**src/rtl/i2c_traffic_gen.sv**
```systemverilog
// I2C traffic generator/self-checker: alternates write/read per slave, counts pass/fail.
// Latency: GAP_CYCLES idle clocks, then ISSUE until ack, wait for m_ready, one CHECK clock.
// Backpressure: waits indefinitely on ack/ready unless I2C_TGEN_TIMEOUT_EN adds a watchdog.
module i2c_traffic_gen #(
    parameter int               NUM_SLAVES     = 2,
    parameter logic [6:0]       BASE_ADDR      = 7'h50,
    parameter int               DATA_W         = 8,
    parameter logic [DATA_W-1:0] INIT_M_DATA   = 'hFE,
    parameter logic [DATA_W-1:0] INIT_S_DATA   = 'hCC,
    parameter int               GAP_CYCLES     = 16,
    parameter int               MCLK_DIV       = 2,
    parameter int               TIMEOUT_CYCLES = 4096
) (
    input  logic                         clock,
    input  logic                         reset,
    input  logic                         start,
    output logic                         m_clock,
    output logic                         m_reset,
    output logic [NUM_SLAVES-1:0]        s_reset,
    output logic                         m_enable,
    output logic                         m_rw,
    output logic                         m_restart,
    output logic [6:0]                   address,
    output logic [DATA_W-1:0]            m_tx_data,
    output logic [NUM_SLAVES*DATA_W-1:0] s_tx_data,
    input  logic                         m_ack,
    input  logic                         m_ready,
    input  logic [DATA_W-1:0]            m_rx_data,
    input  logic [NUM_SLAVES*DATA_W-1:0] s_rx_data,
    output logic [15:0]                  pass_cnt,
    output logic [15:0]                  fail_cnt,
    output logic                         busy,
    output logic                         timeout
);

    localparam logic [1:0] ST_GAP   = 2'd0;
    localparam logic [1:0] ST_ISSUE = 2'd1;
    localparam logic [1:0] ST_WAIT  = 2'd2;
    localparam logic [1:0] ST_CHECK = 2'd3;

    localparam int SEL_W = (NUM_SLAVES > 1) ? $clog2(NUM_SLAVES) : 1;
    localparam int GAP_W = (GAP_CYCLES > 1) ? $clog2(GAP_CYCLES) : 1;
    localparam int DIV_W = (MCLK_DIV > 1) ? $clog2(MCLK_DIV) : 1;

    logic [1:0]        state;
    logic [GAP_W-1:0]  gap_cnt;
    logic [DIV_W-1:0]  div_cnt;
    logic [SEL_W-1:0]  sel;
    logic              ack_seen;
    logic [DATA_W-1:0] cur_s_rx;
    logic [DATA_W-1:0] cur_s_tx;
    logic              check_ok;

    assign m_enable  = (state == ST_ISSUE);
    assign busy      = (state != ST_GAP);
    assign m_restart = 1'b0;
    assign address   = BASE_ADDR + 7'(sel);

    assign cur_s_rx = s_rx_data[int'(sel)*DATA_W +: DATA_W];
    assign cur_s_tx = s_tx_data[int'(sel)*DATA_W +: DATA_W];

`ifdef I2C_TGEN_TIMEOUT_EN
    localparam int WD_W = $clog2(TIMEOUT_CYCLES + 1);
    logic [WD_W-1:0] wd_cnt;
    logic            to_flag;

    // A watchdog expiry forces the transfer to be scored as a failure.
    assign check_ok = !to_flag && (m_rw ? (m_rx_data == cur_s_tx) : (cur_s_rx == m_tx_data));
`else
    assign check_ok = m_rw ? (m_rx_data == cur_s_tx) : (cur_s_rx == m_tx_data);
    assign timeout  = 1'b0;
`endif

    always_ff @(posedge clock) begin
        if (!reset) begin
            state     <= ST_GAP;
            gap_cnt   <= '0;
            div_cnt   <= '0;
            sel       <= '0;
            ack_seen  <= 1'b0;
            m_rw      <= 1'b0;
            m_clock   <= 1'b0;
            m_reset   <= 1'b0;
            s_reset   <= '0;
            m_tx_data <= INIT_M_DATA;
            for (int j = 0; j < NUM_SLAVES; j++)
                s_tx_data[j*DATA_W +: DATA_W] <= INIT_S_DATA + DATA_W'(j);
            pass_cnt  <= '0;
            fail_cnt  <= '0;
`ifdef I2C_TGEN_TIMEOUT_EN
            wd_cnt    <= '0;
            to_flag   <= 1'b0;
            timeout   <= 1'b0;
`endif
        end else begin
            m_reset <= 1'b1;
            s_reset <= '1;

            if (div_cnt == DIV_W'(MCLK_DIV - 1)) begin
                div_cnt <= '0;
                m_clock <= ~m_clock;
            end else begin
                div_cnt <= div_cnt + 1'b1;
            end

            case (state)
                ST_GAP: begin
                    if (!start) begin
                        gap_cnt <= '0;
                    end else if (gap_cnt == GAP_W'(GAP_CYCLES - 1)) begin
                        gap_cnt  <= '0;
                        ack_seen <= 1'b0;
                        state    <= ST_ISSUE;
                    end else begin
                        gap_cnt <= gap_cnt + 1'b1;
                    end
                end
                ST_ISSUE: begin
                    // Leave only once the ack strobe has been seen and dropped again.
                    if (ack_seen && !m_ack) begin
                        ack_seen <= 1'b0;
                        state    <= ST_WAIT;
                    end else if (m_ack) begin
                        ack_seen <= 1'b1;
                    end
                end
                ST_WAIT: begin
                    if (m_ready)
                        state <= ST_CHECK;
                end
                default: begin
                    if (check_ok) begin
                        if (pass_cnt != 16'hFFFF)
                            pass_cnt <= pass_cnt + 1'b1;
                    end else if (fail_cnt != 16'hFFFF) begin
                        fail_cnt <= fail_cnt + 1'b1;
                    end
                    if (!m_rw) begin
                        for (int j = 0; j < NUM_SLAVES; j++)
                            s_tx_data[j*DATA_W +: DATA_W] <= s_tx_data[j*DATA_W +: DATA_W] + 1'b1;
                        m_rw <= 1'b1;
                    end else begin
                        m_tx_data <= m_tx_data + 1'b1;
                        m_rw      <= 1'b0;
                        sel       <= (sel == SEL_W'(NUM_SLAVES - 1)) ? '0 : sel + 1'b1;
                    end
                    gap_cnt <= '0;
                    state   <= ST_GAP;
                end
            endcase

`ifdef I2C_TGEN_TIMEOUT_EN
            if (state == ST_GAP) begin
                wd_cnt <= '0;
            end else if (state == ST_ISSUE || state == ST_WAIT) begin
                // Expiry takes priority over any normal transition on the same clock.
                if (wd_cnt == WD_W'(TIMEOUT_CYCLES - 1)) begin
                    state    <= ST_CHECK;
                    ack_seen <= 1'b0;
                    to_flag  <= 1'b1;
                    timeout  <= 1'b1;
                end else begin
                    wd_cnt <= wd_cnt + 1'b1;
                end
            end else begin
                to_flag <= 1'b0;
            end
`endif
        end
    end

endmodule
```
**config.mk**
```make
export PLATFORM = sky130hd
export DESIGN_NAME = i2c_traffic_gen
export DESIGN_NICKNAME = d
export VERILOG_FILES = /design/src/rtl/i2c_traffic_gen.sv
export SDC_FILE = /design/constraint.sdc
export NUM_CORES = 1
export LEC_CHECK = 0
export CORE_MARGIN = 4
export CORE_UTILIZATION = 49
export CTS_BUF_LIST = sky130_fd_sc_hd__clkbuf_4 sky130_fd_sc_hd__clkbuf_8 sky130_fd_sc_hd__clkbuf_16
export CTS_CLUSTER_DIAMETER = 60
export DETAILED_ROUTE_END_ITERATION = 10
export PLACE_DENSITY = 0.81
export SYNTH_ARGS = -nofsm -noshare
export SYNTH_HDL_FRONTEND = slang
export SYNTH_SLANG_ARGS = --single-unit
```
**constraint.sdc**
```tcl
create_clock -name clock -period 2.7 [get_ports clock]
set_clock_uncertainty 0.1 [all_clocks]
set_input_delay 0.27 -clock clock [delete_from_list [all_inputs] [get_ports clock]]
set_output_delay 0.27 -clock clock [all_outputs]
set_load 0.1 [all_outputs]
```
== After elaboration in Yosys (flattened, before gate mapping) ==
Index checks and enable logic that the tools add are counted.
Storage, ports and cells
  flip-flop bits (word level): 70
  word-level logic and storage cells: 73
  output and inout bits: 72
  input port bits: 29
Operators by class
  bitwise gates (word level): 5
  mux-type cells: 18
  shifts and indexed selects: 2
  add/sub/neg operators: 9
  equal/unequal tests: 12
  reductions and logical operators: 14
Operator list (number)
  $add A16 B1 Y16 const B: 2
  $ne A16 B16 Y1 const B: 2
  $shiftx A16 B5 Y8: 2
  $add A8 B1 Y8 const B: 3
  $eq A8 B8 Y1: 2
  $mux W2: 5
  $mux W1: 8
  $mux W4: 2
  $pmux W4 S2: 1
  $reduce_and A4 Y1: 2
  $add A7 B1 Y7 const A: 1
  $ne A2 B2 Y1 const B: 3
  $pmux W2 S3: 1
  $reduce_and A3 Y1: 2
  $not A1 Y1: 5
  $add A4 B1 Y4 const B: 1
  $eq A4 B4 Y1 const B: 1
  $reduce_and A2 Y1: 2
  $reduce_bool A2 Y1: 2
  $reduce_or A2 Y1: 2
  $ne A3 B1 Y1 const B: 1
  $reduce_or A3 Y1: 1
  $add A1 B1 Y1 const B: 2
  $eq A2 B1 Y1 const B: 1
  other kinds (6): 6

== Logic depth before layout (Yosys ltp) ==
  depth in word-level cells: 5
  depth in mapped cells: 11
  gate-level depth less buffers: 7

== Worst setup path after synthesis ==
OpenSTA, ideal clock, no wires.
  path type: register to register
  from: reg pass_cnt[6]
  to: reg pass_cnt[11]
  library setup time: 0.115 ns
  arrival: 2.710 ns
  data required time: 2.485 ns
  cell stages (with the launch flop): 10
  slack: -0.225 ns
  path buffers: 2
  period minus slack after synthesis: 2.925 ns
  cells stage by stage: dfxtp_1 -> nand3_1 -> nor2_1 -> nand3_1 -> or3_1 -> clkbuf_1 -> nand2_1 -> clkbuf_1 -> nor4_1 -> o21a_1
Between the ends
  cells in the longest elaborated chain, start to end: 2
  elaborated cells between the ends (all ways): 3
  classes of those cells: 1 x add/sub; 1 x eq/ne; 1 x reduce/logical
Ends and longest elaborated chain
  start: declaration: RTL line 30  | output logic [15:0] pass_cnt,
  start signal: assignment: RTL line 134  | pass_cnt <= pass_cnt + 1'b1;
  parallel branches: the longest is 2 deep, another holds $add A16 B1 Y16
Several ways; the timed one is not identified.
A chain may end at the register's enable or synchronous reset.

== Worst setup path in the final report ==
  from: reg sel
  to: reg pass_cnt[6]
Between the ends
  cells in the longest elaborated chain, start to end: 4
  elaborated cells between the ends (all ways): 6
  classes of those cells: 2 x eq/ne; 2 x shift; 1 x mux; 1 x reduce/logical
Ends and longest elaborated chain
  start: declaration: RTL line 48  | logic [SEL_W-1:0] sel;
  start signal: assignment: RTL line 145  | sel <= (sel == SEL_W'(NUM_SLAVES - 1)) ? '0 : sel + 1'b1;
  $shiftx A16 B5 Y8, on equally long branches: RTL line 59, 60
  $eq A8 B8 Y1: RTL line 70  | assign check_ok = m_rw ? (m_rx_data == cur_s_tx) : (cur_s_rx == m_tx_data);
  $mux W1 *: RTL line 70
  $reduce_and A3 Y1 (no line) *
Every way passes the cells marked *; elsewhere a longest branch is shown, timed or not.

==> summary.md <==
| Metric | Value |
|---|---|
| First-pass GRT wire length | about 14000 um |
| Finished Core Util | about two thirds |
| CTS Root Cell | clkbuf_8 |
| Max-cap viol count | 0 |
| Hold WC Path Type | primary input to flop |
| Cell family with most CP delay | simple AND/OR/NAND/NOR gates |
| Residual DRC | 0 |
| Sequential cell area fraction in the yosys report | between 30% and 40% |
| Antenna Nets Post-Route | 0 |
| Switching Fraction | 30.22% |
| Worst reg2reg path depth | 9 |
| Mux cell area share after synthesis | between 10% and 20% |
| Xor and xnor area share after synthesis | 9.020% |
| Post-route cell area | ~4800 sq um |
| Top Ports | about 100 |
| Critical path class | flop to flop |
| Comb pwr share | between 10% and 20% |
| Number of global-route vias before repair | around 3100 |
| CP bufs+invs | 2 |
| Total global routing track utilization | 19.53% |
| Pwr dens | approximately 500 nW/um^2 |
| Share of layout cells above drive strength 1 | a little over a fifth |
| Dpl hpwl | 6325 um |
| Yosys warns | 0 |
| Run status | finished, final reports clean |
| Hold path depth | 3 |
| Die outline height | 94.78 um |
| Post-synthesis adder-cell area fraction | under 10% |
| Routed WL | ~9000 um |
| Initial antenna violation count | 0 |
| Internal Pwr Total | between 1.5 and 2 mW |
| Max Clock Freq | 405.0 MHz |
| Final Max Slew Viols | 0 |
| Clock transition at path regs | approximately 0.090 ns |
| Share of the synthesized area in the top cell type | between 30% and 40% |
| Largest family of logic cells by synthesized area | simple AND/OR/NAND/NOR gates |
| Worst VDD drop | between 300 and 400 uV |
| Ranking of synthesized cells by area | dfxtp_1 37%, mux2i_1 10%, xor2_1 5.7% |
| Via count | roughly 3400 |
| Worst skew pair latency | ~0.34 ns |
| WL/cell | roughly 14 um |
| Most frequent cell after synthesis | dfxtp_1 |
| Core footprint | 7292 sq um |
| CTS sink cnt | a little under 70 |
| Synthesized area per cell | between 8 and 9 sq um |
| Placer Congestion | 0.8185 |
| Hold Vio Cnt, Final | 0 |
| Fin crit period | between 2 and 2.5 ns |
| Num CTS Buffers | 9 |
| Net Switching | ~0.72 mW |
| WP data arrival | 2.64 ns |
| Startpoint Class | flop |
| Critical Path RT | 2.87 ns |
| Leakage power figure | roughly 1.8 nW |
| Cell count after synthesis | 434 |
| Compound-Gate Fraction of Synth Area | 6.985% |
| Area Overhead vs Synth | 29.57% |
| CP Capture Type | flop |
| Final nets | ~560 |
| Pin count of the biggest net entering global routing | between 50 and 60 |
| Yosys cell types | 39 |
| Setup violations, final | 0 |
| Initial core utilization | 50.60% |
| Initial DRC count | ~110 |
| Seq pwr share | between 40% and 50% |
| Post-DR vias/cell | between 5 and 6 |
| Slowest cell on crit path | or4_1 |
| Post-layout total power | ~2.4 mW |
| Post-placement cell area | 4531 sq um |
| DRT Pass-1 Iters | 4 |
| Worst slew pin tran | between 0.5 and 0.6 ns |
| FP Rows | 31 |
| Die area | 8982 sq um |
| Worst-path fanout max | 18 |
| Port Buf Inserts | slightly above 90 |
| Die width | about 95 um |
| Number of synthesized flops with an enable pin | 0 |
| Async S/R FF share, synth | 0% |
| Mapped cell area | roughly 3700 sq um |
| Maximum clock path buffer count | 2 |
| CP Depth | 9 |
| CTS tree | built |
| Slew HR | between 60% and 70% |
| Setup Buffers After CTS | 0 |
| Synth area leader | dfxtp_1 |
| Period utilization | 91.45% |
| Cts hold-fix bufs | 0 |
| Top FF cell, synth | dfxtp_1 |
| Crit-path max cell delay | roughly 0.58 ns |
| CP Cell Sequence | buf_6 > mux2i_2 > xor2_1 > nand3_1 > nor3_1 > buf_4 > a31oi_4 > or4_1 > a21oi_1 |
| Grt ovf | 0 |
| Post-synth top cells | 68 x dfxtp_1, 45 x nand2_1, 37 x mux2i_1 |
| Clk network pwr share | roughly two fifths |
| Htree depth | 3 |
| Ant diodes | 0 |
| Yosys reg bits | slightly below 70 |
| Synth Area in Simple Gates | approximately 28% |
| RSZ-0062 raised after global routing | false |
metrics by stage:
step / cells / hold slack [ns] / TNS, ns / worst slack, ns
detailed placement: 610 / 0.3269 / -0.005526 / -0.005054
CTS: 626 / 0.1585 / 0 / 0.09703
global placement: 610 / 0.3230 / 0 / 0.1017
floorplan: 440 / 0.1977 / 0 / 0.003043
global route: 627 / 0.1858 / 0 / 0.04061
finish: 627 / 0.1606 / 0 / 0.2308
cell usage in the layout, fill, tap and decap left out, drive strengths merged, types with 20 or more instances in the layout:
cell,Yosys,routed
a21oi,20,20
nand3,28,28
nor2,26,26
dfxtp,68,68
nand2,45,45
mux2i,37,37
nand4,23,23
buf,16,77
clkdlybuf4s50,0,27
xor2,24,24
worst paths after layout:
| path | from | to | slack, ns |
|---|---|---|---|
| hold / removal | reset | fail_cnt[4] | 0.16 |
| hold reg to reg | div_cnt | div_cnt | 0.33 |
| setup reg to reg | sel | pass_cnt[6] | 0.23 |
| setup / recovery | sel | pass_cnt[6] | 0.23 |
power by group through the flow:
stage	registers, mW	clock network (mW)	logic (mW)
6_report	1.04	0.934	0.418
5_1_grt	1.04	0.994	0.449
4_1_cts	1.04	0.950	0.421
3_5_place_dp	1.06	0	0.420
3_3_place_gp	1.06	0	0.409
2_1_floorplan	1.08	0	0.309
what timing repair did:
action,CTS,global route
pin swaps,0,0
endpoints found under the setup margin,1,10
cloned,0,1
hold endpoints to repair,0,0
gates resized for setup,1,4
logic make-up (layout without fill, tap and decap cells):
family | count (synthesis) | count (layout)
AO/OA/AOI/OAI | 46 | 46
XOR/XNOR | 38 | 38
adder cells (fa/ha/maj) | 10 | 10
buffers and inverters | 39 | 127
flip-flops | 68 | 68
multiplexers | 37 | 37
other | 2 | 8
AND/OR/NAND/NOR | 194 | 194
area by class of cell:
class	instances	area, sq um
Clock buffer	9	123.9
Clock inverter	7	100.1
Fill cell	622	2511
Inverter	7	26.28
Multi-Input combinational cell	333	2166
Sequential cell	68	1378
Tap cell	99	123.9
Timing Repair Buffer	104	863.3
tightest hold or removal path: stages:
cell and delay (ns):
buf_2 0.09, inv_1 0.10, a21oi_1 0.12
state kept, by name, summed over array words and instances (netlist names):
name and cells:
fail_cnt 16, m_clock 1, m_tx_data 8, gap_cnt 4, sel 1, state 2
m_rw 1, pass_cnt 16, s_tx_data 16, div_cnt 1, ack_seen 1, s_reset 1
routing by layer:
metal  vias to the layer above  wire (um)  global-route usage (%)
met5                         -          0                       0
met4                         0         95                   7.091
met3                        10        527                   3.586
met2                        99       4285                   33.59
met1                      1600       3836                   24.28
li1                       1694          -                       -
(Power assumes the default switching activity.)
